--- src/rtl/lmsm_sequencer.sv ---
`default_nettype none
// ============================================================================
// Module   : lmsm_sequencer
// Brief    : Expands an LM/SM register mask into one load/store micro-op per set bit.
// Revision : 1.0
// ============================================================================
module lmsm_sequencer #(
   parameter int DATA_W = 16,
   parameter int MASK_W = 8
) (
   input  logic              clk,
   input  logic              rst_n,
   input  logic              start,
   input  logic              is_sm,
   input  logic [MASK_W-1:0] mask,
   input  logic [DATA_W-1:0] base,
   input  logic              hold,
   input  logic              flush,
   output logic              busy,
   output logic              stall_fetch,
   output logic              uop_valid,
   output logic              uop_store,
   output logic [2:0]        uop_reg,
   output logic [DATA_W-1:0] uop_addr,
   output logic              uop_last,
   output logic              done
);

   localparam logic [0:0] c_idle = 1'b0;
   localparam logic [0:0] c_run  = 1'b1;

   logic [0:0]        r_state;
   logic [MASK_W-1:0] r_mask;
   logic [DATA_W-1:0] r_addr;
   logic              r_is_sm;
   logic              r_done;

   logic              w_run;
   logic [2:0]        w_reg;
   logic [MASK_W-1:0] w_mask_rest;
   logic              w_last;

   assign w_run = (r_state == c_run);

   // Scanning downward leaves the lowest set bit as the final winner.
   always_comb begin
      w_reg = 3'd0;
      for (int i = MASK_W - 1; i >= 0; i--) begin
         if (r_mask[i]) begin
            w_reg = 3'(i);
         end
      end
   end

   assign w_mask_rest = r_mask & (r_mask - MASK_W'(1));
   assign w_last      = w_run && (r_mask != '0) && (w_mask_rest == '0);

   always_ff @(posedge clk or negedge rst_n) begin
      if (!rst_n) begin
         r_state <= c_idle;
         r_mask  <= '0;
         r_addr  <= '0;
         r_is_sm <= 1'b0;
         r_done  <= 1'b0;
      end else begin
         r_done <= 1'b0;
         if (flush) begin
            r_state <= c_idle;
            r_mask  <= '0;
         end else if (r_state == c_idle) begin
            if (start) begin
               if (mask != '0) begin
                  r_state <= c_run;
                  r_mask  <= mask;
                  r_addr  <= base;
                  r_is_sm <= is_sm;
               end else begin
                  r_done <= 1'b1;
               end
            end
         end else if (!hold) begin
            r_mask <= w_mask_rest;
            r_addr <= r_addr + DATA_W'(1);
            if (w_last) begin
               r_state <= c_idle;
               r_done  <= 1'b1;
            end
         end
      end
   end

   // Micro-op fields are gated so the bus reads all-zero whenever idle.
   assign busy        = w_run;
   assign uop_valid   = w_run;
   assign uop_store   = w_run && r_is_sm;
   assign uop_reg     = w_run ? w_reg : 3'd0;
   assign uop_addr    = w_run ? r_addr : '0;
   assign uop_last    = w_last;
   assign done        = r_done;
   assign stall_fetch = ((r_state == c_idle) && start && (mask != '0) && !flush)
                     || (w_run && !(w_last && !hold));

endmodule
`default_nettype wire

--- config.mk ---
export PLATFORM = sky130hd
export DESIGN_NAME = lmsm_sequencer
export DESIGN_NICKNAME = d
export VERILOG_FILES = /design/src/rtl/lmsm_sequencer.sv
export SDC_FILE = /design/constraint.sdc
export NUM_CORES = 1
export LEC_CHECK = 0
export CAP_MARGIN = 20
export CORE_MARGIN = 1
export CORE_UTILIZATION = 30
export DETAILED_ROUTE_END_ITERATION = 10
export GPL_TIMING_DRIVEN = 0
export SETUP_SLACK_MARGIN = 0.02
export SYNTH_ARGS = -nofsm -noshare
export SYNTH_HDL_FRONTEND = slang
export SYNTH_SLANG_ARGS = --single-unit
--- constraint.sdc ---
create_clock -name clk -period 2.2 [get_ports clk]
set_input_delay 0.22 -clock clk [delete_from_list [all_inputs] [get_ports clk]]
set_output_delay 0.22 -clock clk [all_outputs]
set_load 0.005 [all_outputs]
==> parameters.txt <==
Parameter                              Value

Timing
  Actual transition at the worst max-transition pin    approximately 0.67 ns
  Highest Clock Rate    between 400 and 500 MHz
  Min setup slack post-route    -0.0809 ns
  Slew HR    0.556
  Setup-failing EPs final    1
  Setup repair after global routing missed its margin    yes
  Fin crit period    approximately 2.3 ns
  Final slew viol count    0
  Hold slack final    roughly 0.3 ns
  Fin. Hold Viols    0
  Post-Route Skew    around 0.0027 ns
  Final cycle utilization of the critical path    1.04
  Final TNS setup    -0.0809 ns

Worst setup path
  Biggest fanout along the worst timing path    5
  Start-to-end type of the worst setup path    flop to primary output
  Worst Setup EP    stall_fetch
  Arrival time at the worst endpoint    2.06 ns
  Path depth of the worst reg2reg path    5
  Crit path launch type    flop
  Maximum single-stage delay on the critical path    0.43 ns
  Nature of the critical path endpoint    primary output
  Reg-to-Reg Start    r_mask[1]
  Slowest library cell on the worst path    sky130_fd_sc_hd__dfrtp_2
  Worst setup path startpoint    r_mask[1]
  Cell-by-cell trace of the critical path    buf_4 -> buf_4 -> nor4_4 -> o2111ai_2 -> a221oi_2 -> o21ai_1 -> buf_2
  R2R Path End    r_mask[7]
  Top cell by count, worst path    sky130_fd_sc_hd__buf_4
  Required time of the critical path    a little under 2 ns
  Reg-to-reg slack, setup    0.15 ns

Yosys
  Post-synthesis average cell area    roughly 8.3 um2
  Synth warnings    0
  Count of mapped cells out of synthesis    236
  Post-Synthesis Net Count    around 270
  Most instantiated library cell after synthesis    sky130_fd_sc_hd__dfrtp_1
  Leading area contributor after synthesis    sky130_fd_sc_hd__dfrtp_1
  Distinct cell type count of the synthesized netlist    53
  Area share of the leading cell type in the synthesized netlist    0.343
  Post-synth ARST share    1.00
  Post-synth EDFFs    0
  Top cell types by occurrence after synthesis    27 x sky130_fd_sc_hd__dfrtp_1, 16 x sky130_fd_sc_hd__and2_1, 16 x sky130_fd_sc_hd__nand2_1, 16 x sky130_fd_sc_hd__nand3_1
  Flip-flop and latch count after synthesis    27
  Post-synth top flop    sky130_fd_sc_hd__dfrtp_1
  Cell types occupying the most area after synthesis    sky130_fd_sc_hd__dfrtp_1 34%, sky130_fd_sc_hd__and2_1 5.1%, sky130_fd_sc_hd__nand3_1 4.1%
  Total standard cell area after synthesis    0.00197 mm2
  Seq/Total Area, Yosys    0.343

Power
  Total power    1930 uW
  Largest voltage drop on the vdd net    just over 0.3 mV
  Cell area power density    between 600 and 700 mW/mm2
  Leakage power figure    ~0.0011 uW

CTS
  CTS tree    yes
  Later-pin clock latency in the skew report    0.28 ns
  Clock tree buffer depth    2
  Root Driver    sky130_fd_sc_hd__clkbuf_8
  H-tree depth    1
  Clock slew seen by the registers of the worst setup and hold paths    0.11 ns
  Hold bufs inserted after CTS    0
  Total clock buffers created by CTS    3
  Total clock sinks    27

Route
  Number of vias per cell after detailed routing    slightly below 6
  Number of nets with antenna violations after routing    0
  Via count    ~2.2k
  Routed WL    around 6.8 mm
  Drt initial violations    145
  WL per Instance    between 15 and 20 um
  Remaining design rule violation count    0
  Number of optimization iterations in the first detailed-route pass    4

Min path
  Path type of the worst min-delay path    primary input to async pin

Placed design
  Buffers on Ports    between 50 and 60
  Number of instances in the placed design    roughly 370
  DP HPWL    about 4.7 mm
  Placer Congestion    ~0.86

Floorplanning
  Core region area    roughly 0.0063 mm2
  Die footprint    ~0.0069 mm2
  Chip Width    83.0 um
  Starting density of the core    0.310
  Die boundary height    83.0 um
  IO Pins    55
  Number of placement rows    29

Global route
  Global route total overflow    0
  Number of global-route vias before repair    2140
  Global-route usage over all layers    0.205
  Global-route wire length before repair    11.3 mm
  Largest net degree at the start of global routing    19
  Number of antenna violations at the first check in global routing    0

Layout
  Number of antenna repair diodes    0
  Cell Count, Final, Fillers Out    about 380
  Final design utilization    0.445
  Fraction of final layout cells sized beyond drive strength 1    0.159
  NumNets Final    ~330
  Synth-to-Final Area Change    43.4%
  Layout filler cell count    between 600 and 700

Run status
  Violations in the final reports    setup timing
  Run status    finished, violations left

Flow run
  Count of max-cap constraint violations    0
==> layout by cell type (no fill, tap or decap), types with 4 or more instances in the layout <==
master	Yosys	routed
sky130_fd_sc_hd__a21oi_1	4	4
sky130_fd_sc_hd__and3_1	5	5
sky130_fd_sc_hd__clkdlybuf4s50_1	0	50
sky130_fd_sc_hd__nand4_1	4	4
sky130_fd_sc_hd__inv_1	7	6
sky130_fd_sc_hd__clkbuf_1	13	6
sky130_fd_sc_hd__nor2_1	14	14
sky130_fd_sc_hd__o211ai_1	6	6
sky130_fd_sc_hd__nor3_1	5	5
sky130_fd_sc_hd__a32o_1	5	5
sky130_fd_sc_hd__and2_1	16	16
sky130_fd_sc_hd__nor2b_1	4	4
sky130_fd_sc_hd__dfrtp_2	0	6
sky130_fd_sc_hd__nor4_1	7	6
sky130_fd_sc_hd__nand2_1	16	16
sky130_fd_sc_hd__a21o_1	8	8
sky130_fd_sc_hd__o22ai_1	6	6
sky130_fd_sc_hd__o21ai_0	14	12
sky130_fd_sc_hd__nand3_1	16	16
sky130_fd_sc_hd__buf_4	1	13
sky130_fd_sc_hd__dfrtp_1	27	21
==> per-stage QoR <==
stage	area, um2	setup slack, ns
global route	2820	-0.175
finish	2820	-0.0809
CTS	2790	-0.167
global placement	2600	-0.795
detailed placement	2620	-0.769
floorplan	1970	0.226
==> state kept, by name (all words and copies together), names as in the netlist <==
signal   count
busy         1
done         1
r_addr      16
r_is_sm      1
r_mask       8
==> critical path, delay by kind of cell (launching register included) <==
kind | cells | cell delay (ns)
simple gates | 1 | 0.30
compound gates | 3 | 0.61
flops | 1 | 0.43
buf+inv | 3 | 0.42
==> layer usage <==
| metal | global-route usage | vias up | share of wire |
|---|---|---|---|
| met4 | 0.0549 | 0 | 0.0046 |
| li1 | - | 1051 | - |
| met3 | 0.0199 | 2 | 0.047 |
| met1 | 0.297 | 1061 | 0.48 |
| met2 | 0.326 | 76 | 0.47 |
| met5 | 0 | - | 0 |
==> cell families (layout without fill, tap and decap cells) <==
family | Yosys count | after routing | synth area share
and+or+nand+nor | 98 | 98 | 0.269
muxes | 3 | 3 | 0.0152
xor gates and xnor gates | 1 | 1 | 0.00445
adders and majority gates | 1 | 1 | 0.00635
buffers and inverters | 24 | 90 | 0.0489
AOI/OAI and AO/OA | 82 | 82 | 0.313
DFF | 27 | 27 | 0.343
==> layout make-up <==
class                   instances  area (um2)  area share
clock buffers                   3        41.3      0.0146
clock inverters                 1        5.00     0.00177
multi-input cells             185        1260       0.448
inverters                       8        31.3      0.0111
flip-flops and latches         27         683       0.242
well taps                      77        96.3      0.0341
repair buffers                 65         632       0.224
plain buffers                  13        70.1      0.0248
==> where the power goes <==
group          total [uW]  switching [uW]  internal, uW
Combinational         842             408           434
Sequential            779             166           613
Clock                 308             180           128
==> timing repair <==
item                       in CTS  in global routing
buffers inserted               11                  1
setup endpoints to repair      39                 20
gates resized for setup        29                 18
pin swaps                       2                  6
==> worst min path at each step <==
stage                  from         end  slack [ns]  cells after the start
floorplan             rst_n        busy       -0.08                      0
global placement    r_is_sm     r_is_sm        0.46                      2
detailed placement  r_is_sm     r_is_sm        0.48                      2
CTS                   flush   r_mask[0]        0.32                      2
global route          rst_n  r_addr[15]        0.35                      1
finish                rst_n  r_addr[15]        0.31                      1
Power figures use the tool's default switching activity.
